## src/rtl/result_bus_arbiter_pkg.sv

```systemverilog
// Shared definitions for the result bus arbiter:
// data width default, mux select codes, FSM states.
package result_bus_arbiter_pkg;

  localparam int DATA_W_DEF = 9;

  localparam logic [1:0] SEL_A    = 2'b00;
  localparam logic [1:0] SEL_C    = 2'b01;
  localparam logic [1:0] SEL_L    = 2'b10;
  localparam logic [1:0] SEL_IDLE = 2'b11;

  localparam logic [0:0] ST_EMPTY = 1'b0;
  localparam logic [0:0] ST_FULL  = 1'b1;

  // Source that follows c in the A->C->L->A ring.
  function automatic logic [1:0] next_src(
    input logic [1:0] c
  );
    logic [1:0] n;
    unique case (1'b1)
      (c == SEL_A): n = SEL_C;
      (c == SEL_C): n = SEL_L;
      default:      n = SEL_A;
    endcase
    return n;
  endfunction

endpackage

```

## src/rtl/result_bus_arbiter_rr_pick3.sv

```systemverilog
// Combinational 3-way round-robin picker.
// Ports: req[2:0] (A,C,L), ptr (first to scan) -> gnt one-hot, code.
module rr_pick3
  import result_bus_arbiter_pkg::*;
(
  input  logic [2:0] req,
  input  logic [1:0] ptr,
  output logic [2:0] gnt,
  output logic [1:0] code
);

  logic [1:0] o0;
  logic [1:0] o1;
  logic [1:0] o2;

  // Scan order starting at the pointer; an
  // out-of-range pointer behaves like A.
  always_comb begin
    o0 = SEL_A;
    o1 = SEL_C;
    o2 = SEL_L;
    unique case (1'b1)
      (ptr == SEL_C): begin
        o0 = SEL_C;
        o1 = SEL_L;
        o2 = SEL_A;
      end
      (ptr == SEL_L): begin
        o0 = SEL_L;
        o1 = SEL_A;
        o2 = SEL_C;
      end
      default: ;
    endcase
  end

  always_comb begin
    gnt  = 3'b000;
    code = SEL_IDLE;
    if (req[o0]) begin
      gnt[o0] = 1'b1;
      code    = o0;
    end else if (req[o1]) begin
      gnt[o1] = 1'b1;
      code    = o1;
    end else if (req[o2]) begin
      gnt[o2] = 1'b1;
      code    = o2;
    end
  end

endmodule

```

## src/rtl/result_bus_arbiter.sv

```systemverilog
// Round-robin sequencer for the shared result mux
// (A=00, C=01, L=10, idle=11) with a registered
// valid/ready result stage toward writeback.
// Ports: clk, rst (sync, active-high); a/c/l_valid in,
// a/c/l_ready out; mux_sel out, mux_in in; out_valid,
// out_data, out_src out; out_ready in.
// ARB_GRANT_CNT_EN adds saturating per-source grant
// counters a_cnt, c_cnt, l_cnt (CNT_W bits).
// Timing: out_ready reaches mux_sel and the readys
// combinationally, only through can_load.
module result_bus_arbiter
  import result_bus_arbiter_pkg::*;
#(
  parameter int DATA_W = DATA_W_DEF,
  parameter int CNT_W  = 8
) (
  input  logic              clk,
  input  logic              rst,
  input  logic              a_valid,
  input  logic              c_valid,
  input  logic              l_valid,
  output logic              a_ready,
  output logic              c_ready,
  output logic              l_ready,
  output logic [1:0]        mux_sel,
  input  logic [DATA_W-1:0] mux_in,
  output logic              out_valid,
  output logic [DATA_W-1:0] out_data,
  output logic [1:0]        out_src,
  input  logic              out_ready
`ifdef ARB_GRANT_CNT_EN
  ,
  output logic [CNT_W-1:0]  a_cnt,
  output logic [CNT_W-1:0]  c_cnt,
  output logic [CNT_W-1:0]  l_cnt
`endif
);

  logic [0:0]        state_q, state_d;
  logic [1:0]        ptr_q, ptr_d;
  logic [DATA_W-1:0] data_q, data_d;
  logic [1:0]        src_q, src_d;

  logic       can_load;
  logic [2:0] req;
  logic [2:0] gnt;
  logic [1:0] code;
  logic       grant;

  // Nothing is granted while in reset so the
  // readys read 0 throughout the reset pulse.
  always_comb begin
    can_load = (state_q == ST_EMPTY) | out_ready;
    req = 3'b000;
    if (can_load && !rst) begin
      req = {l_valid, c_valid, a_valid};
    end
  end

  rr_pick3 u_pick (
    .req  (req),
    .ptr  (ptr_q),
    .gnt  (gnt),
    .code (code)
  );

  always_comb begin
    grant   = |gnt;
    a_ready = gnt[0];
    c_ready = gnt[1];
    l_ready = gnt[2];
    mux_sel = code;
  end

  always_comb begin
    state_d = state_q;
    ptr_d   = ptr_q;
    data_d  = data_q;
    src_d   = src_q;
    if (grant) begin
      state_d = ST_FULL;
      data_d  = mux_in;
      src_d   = code;
      ptr_d   = next_src(code);
    end else if (can_load) begin
      state_d = ST_EMPTY;
    end
  end

  always_ff @(posedge clk) begin
    if (rst) begin
      state_q <= ST_EMPTY;
      ptr_q   <= SEL_A;
      data_q  <= '0;
      src_q   <= SEL_IDLE;
    end else begin
      state_q <= state_d;
      ptr_q   <= ptr_d;
      data_q  <= data_d;
      src_q   <= src_d;
    end
  end

  assign out_valid = (state_q == ST_FULL);
  assign out_data  = data_q;
  assign out_src   = src_q;

`ifdef ARB_GRANT_CNT_EN
  logic [CNT_W-1:0] a_cnt_q, a_cnt_d;
  logic [CNT_W-1:0] c_cnt_q, c_cnt_d;
  logic [CNT_W-1:0] l_cnt_q, l_cnt_d;

  // Counters stick at all-ones.
  always_comb begin
    a_cnt_d = a_cnt_q;
    c_cnt_d = c_cnt_q;
    l_cnt_d = l_cnt_q;
    if (gnt[0] && !(&a_cnt_q)) a_cnt_d = a_cnt_q + 1'b1;
    if (gnt[1] && !(&c_cnt_q)) c_cnt_d = c_cnt_q + 1'b1;
    if (gnt[2] && !(&l_cnt_q)) l_cnt_d = l_cnt_q + 1'b1;
  end

  always_ff @(posedge clk) begin
    if (rst) begin
      a_cnt_q <= '0;
      c_cnt_q <= '0;
      l_cnt_q <= '0;
    end else begin
      a_cnt_q <= a_cnt_d;
      c_cnt_q <= c_cnt_d;
      l_cnt_q <= l_cnt_d;
    end
  end

  assign a_cnt = a_cnt_q;
  assign c_cnt = c_cnt_q;
  assign l_cnt = l_cnt_q;
`endif

endmodule

```

## config.mk

```make
export PLATFORM = sky130hd
export DESIGN_NAME = result_bus_arbiter
export DESIGN_NICKNAME = d
export VERILOG_FILES = /design/src/rtl/result_bus_arbiter_pkg.sv /design/src/rtl/result_bus_arbiter_rr_pick3.sv /design/src/rtl/result_bus_arbiter.sv
export SDC_FILE = /design/constraint.sdc
export NUM_CORES = 1
export LEC_CHECK = 0
export BUFFER_PORTS_ARGS = -buffer_cell sky130_fd_sc_hd__buf_2
export CAP_MARGIN = 20
export CORE_MARGIN = 4
export CORE_UTILIZATION = 51
export CTS_BUF_LIST = sky130_fd_sc_hd__clkbuf_8
export DETAILED_ROUTE_END_ITERATION = 6
export GPL_TIMING_DRIVEN = 0
export PLACE_DENSITY = 0.81
export SLEW_MARGIN = 20
export SYNTH_ARGS = -nofsm -noshare
export SYNTH_HDL_FRONTEND = slang
export SYNTH_SLANG_ARGS = --single-unit
export TNS_END_PERCENT = 100
```

## constraint.sdc

```tcl
create_clock -name clk -period 2.95 [get_ports clk]
set_input_delay 0.295 -clock clk [delete_from_list [all_inputs] [get_ports clk]]
set_output_delay 0.295 -clock clk [all_outputs]
set_load 0.1 [all_outputs]
```

### Word level (Yosys, flattened, before mapping)

Index checks and enable logic that the tools add are counted.

| operators by class | value |
|---|---|
| add/subtract/negate cells | 0 |
| multiply operators | 0 |
| divide/modulo/power cells | 0 |
| $lt $le $gt $ge | 6 |
| equal/unequal tests | 3 |
| shift operators | 0 |
| mux-type cells | 25 |
| bitwise gates (word level) | 2 |
| reductions and logical operators | 8 |

Operator list:

| cell | count |
|---|---|
| one-hot mux 2 bit (2 select lines) | 4 |
| 2-to-1 mux 3 bit | 4 |
| < comparator 2 x 3 -> 1 bit, second input constant | 3 |
| 2-to-1 mux 1 bit | 8 |
| binary-select mux 1 bit (select 2 bit) | 3 |
| demux 1 bit (select 2 bit) | 3 |
| greater-or-equal comparator 2 x 1 -> 1 bit, second input constant | 3 |
| 2-to-1 mux 2 bit | 3 |
| == test 2 x 1 -> 1 bit, second input constant | 2 |
| logical AND 1 bit | 4 |
| OR reduction 3 bit | 1 |
| == test 2 bit, second input constant | 1 |
| zero test 2 bit | 1 |
| nonzero test 2 bit | 1 |
| zero test 1 bit | 1 |
| NOT 1 bit | 1 |
| bitwise OR 1 bit | 1 |

| storage, ports and cells | value |
|---|---|
| register bits after elaboration | 14 |
| latch bits | 0 |
| memory bits (writable) | 0 |
| ROM bits | 0 |
| bits of input ports | 15 |
| output and inout port bits | 17 |
| memories | 0 |

### Logic depth before layout (Yosys ltp)

| logic depth | value |
|---|---|
| depth after elaboration | 11 |
| gate-level depth with buffers | 11 |

### Cells and area by module

Synthesis repeated with hierarchy kept, for this count alone.

| unflattened totals | value |
|---|---|
| cells, all modules | 112 |
| area, all modules | 1011.0 sq um |

By module, submodules not included:

| module | instances | cells each | area an instance (sq um) |
|---|---|---|---|
| result_bus_arbiter | 1 | 68 | 698.2 |
| rr_pick3 | 1 | 44 | 312.8 |

### Least setup slack after synthesis

OpenSTA, ideal clock, no wires.

| timing path | value |
|---|---|
| path kind | reg2out |
| start | register ptr_q[1] |
| end | output port l_ready |
| arrival time | 2.736 ns |
| path slack | -0.081 ns |
| cell stages (with the launch flop) | 11 |
| cells stage by stage | dfxtp_1 inv_1 ha_1 buf_6 buf_6 nand2b_1 mux2i_1 mux2_2 nor2_1 a21oi_1 nor2_1 |

| on the way | value |
|---|---|
| cells in the longest elaborated chain, start to end | 9 |

RTL lines:

| what | RTL line | text |
|---|---|---|
| from (decl) | result_bus_arbiter.sv:40 | `logic [1:0] ptr_q, ptr_d;` |
| from (signal assigned) | result_bus_arbiter.sv:98 | `ptr_q <= ptr_d;` |
| == test 2 bit / == test 2 x 1 -> 1 bit (equally long branches) | result_bus_arbiter_rr_pick3.sv:28, result_bus_arbiter_rr_pick3.sv:23 |  |
| one-hot mux 2 bit (2 select lines) | result_bus_arbiter_rr_pick3.sv:22 | `unique case (1'b1)` |
| < comparator 2 x 3 -> 1 bit (implied by the code) / greater-or-equal comparator 2 x 1 -> 1 bit (equally long branches) | result_bus_arbiter_rr_pick3.sv:47 | `gnt[o2] = 1'b1;` |
| logical AND 1 bit (implied by the code) | result_bus_arbiter_rr_pick3.sv:47 |  |
| 2-to-1 mux 1 bit (implied by the code) | result_bus_arbiter_rr_pick3.sv:47 |  |
| demux 1 bit (select 2 bit) | -- |  |
| 2-to-1 mux 3 bit | result_bus_arbiter_rr_pick3.sv:46 | `end else if (req[o2]) begin` |
| 2-to-1 mux 3 bit | result_bus_arbiter_rr_pick3.sv:43 | `end else if (req[o1]) begin` |
| 2-to-1 mux 3 bit * | result_bus_arbiter_rr_pick3.sv:40 | `if (req[o0]) begin` |
| to (decl) | result_bus_arbiter.sv:24 | `output logic l_ready,` |

Every way passes the cells marked *; elsewhere a longest branch is shown, timed or not. The select of a mux whose other input is x is not followed.

### Final worst setup path

Same ends and word-level chain as after synthesis.

==> reports/metrics.cfg <==
[finish]
layout_commonest_cell = buf_2
fin_nets = 176
insertedDiodeCount = 0
fillCellCount = 159
drive_gt1_share_pct = 31.4
syn2layout_area_growth_pct = 25.1
layout_common_cells = buf_2, a21oi_1, dfxtp_1

[grt]
grt_pass1_vias = 901
met3_usage_pct = 6.12
grt_busiest_layer = met2
grt_pass1_wl_mm = 4.08
grt.overflow.total = 0
met1_usage_pct = 25.7
antenna_found_initial = 0
grt_use_total_pct = 19.9
use_met2_pct = 32.2
grt_max_degree = 11

[sta]
timing.final.crit_share_pct = 90.0
tightestPinTransition_ns = 0.530
fmax_mhz = 377
setup-tns-final_ns = 0
rsz0062_at_grt = false
finalHoldViolCount = 0
setup_viol = 0
relSlewSlack_pct = 64.4
fin_crit_ns = 2.65
skew_ns = 0.00114
drv_slew = 0

[setup_path]
crit_fanout = 10
crit_type = reg2out
setup.worst_path.start_class = register
critical_path.endpoint_type = output pin
required_ns = 2.65
crit_arrival_ns = 2.36

[clock_tree]
post_cts_resize_count = 0
cts_tree = done
cts_setup_buffers = 0
clock_sinks = 14
cts_buffer_depth = 2
clkSlewWorstSetupHoldPaths_ns = 0.05
cts_hold_buf = 0
cts_buffers = 3
cts_root_buf = clkbuf_8
htree_levels = 1
clkLatencyLatePin_ns = 0.24

[drt]
firstDrtPassIters = 4
drc_errors = 0
antenna_left = 0
wl_per_cell_um = 13.1
viasPerCell = 5.71
drt-initial-drc-count = 51
routed_wl_mm = 2.38
vias = 1034

[logic_synthesis]
yosys_warnings = 0
synth_seq_cells = 14
syn_nets = 141
syn_area_per_cell_sq_um = 7.81
seq_area_frac_synth_pct = 29.4
synth_flop_cell = dfxtp_1
synthesis.area_sq_um = 953
synth_cell_type_count = 36
synthesis.instances = 122
synth_edf_count = 0
async_flop_share_pct = 0

[floorplanning]
die_x_um = 51.2
core.rowCount = 15
start_util_pct = 54.6
pin_count = 32
die_area_sq_um = 2630
core_area_sq_um = 1750
die_h_um = 51.2

[worst_hold_path]
hold_class = in2reg

[place]
portBuffers = 30
dp_hpwl_mm = 1.84
gp_routability_congestion = 0.885

[job]
drv_cap = 0

[run_status]
status = completed

-- state kept, by name, indices dropped and copies added, names as in the netlist --
name / count
out_src: 2
ptr_q: 2
out_data: 9
out_valid: 1
-- path summary, 6_finish.rpt --
kind               start     endpoint  slack (ns)  cells after the start
max             ptr_q[1]      l_ready        0.30                     11
min                  rst     ptr_q[1]        0.29                      2
max reg2reg     ptr_q[0]     ptr_q[1]        0.68                      9
min reg2reg  out_data[8]  out_data[8]        0.47                      2
-- cell usage after synthesis (2+ instances only) --
library cell / number / area (sq um)
nor2b_1: 3 / 18.8
inv_1: 2 / 7.51
nor2_1: 10 / 37.5
buf_2: 4 / 20.0
or2_2: 2 / 12.5
a211oi_1: 3 / 22.5
nand3_1: 9 / 45.0
o21ai_1: 2 / 10.0
dfxtp_1: 14 / 280
a211o_1: 2 / 17.5
a21oi_1: 16 / 80.1
nor3_1: 3 / 15.0
o22ai_1: 2 / 12.5
buf_6: 3 / 33.8
mux2i_1: 4 / 40.0
o31ai_1: 3 / 22.5
o21ai_0: 12 / 60.1
nand2b_1: 5 / 31.3
ha_1: 4 / 50.1
nand2_1: 3 / 11.3
-- through the flow --
step                hold slack, ns  instances  setup slack (ns)  cell area (sq um)  utilization [%]
global placement             0.457        177             0.604               1140             65.2
floorplan                    0.368        122            0.0487                956                -
finish                       0.295        181             0.295               1190             68.3
CTS                          0.289        181             0.298               1190             68.3
global route                 0.306        181             0.136               1190             68.3
detailed placement           0.464        177             0.565               1140             65.2
-- routing by layer --
metal / vias up / part of all wire, %
met4: 0 / 1.6
li1: 509 / -
met1: 478 / 43
met5: - / 0
met2: 43 / 48
met3: 4 / 7.6
-- worst max-delay path: stages (launching register included) --
cell	delay, ns
dfxtp_1	0.35
inv_1	0.09
ha_1	0.19
buf_6	0.13
buf_6	0.13
nand2b_1	0.15
mux2i_1	0.14
mux2_2	0.27
nor2_1	0.08
a21oi_1	0.06
nor2_2	0.09
buf_2	0.43
-- cell type report --
type	instances	area (sq um)	area share [%]
Clock buffer	4	55.1	4.62
Multi-Input combinational cell	96	598	50.2
Sequential cell	14	280	23.5
Inverter	2	7.51	0.630
Timing Repair Buffer	30	150	12.6
Tap cell	25	31.3	2.62
Buffer	10	70.1	5.88
-- cells by family after synthesis --
kind of cell    synth area share (%)
simple gates                    21.1
mux                             6.56
compound gates                  29.5
fa+ha+maj                       5.25
buf+inv                         8.14
flops                           29.4
Power is left out: the tool's default activity adds up to more than one toggle a clock period on the data nets, which glitch-free logic cannot reach.
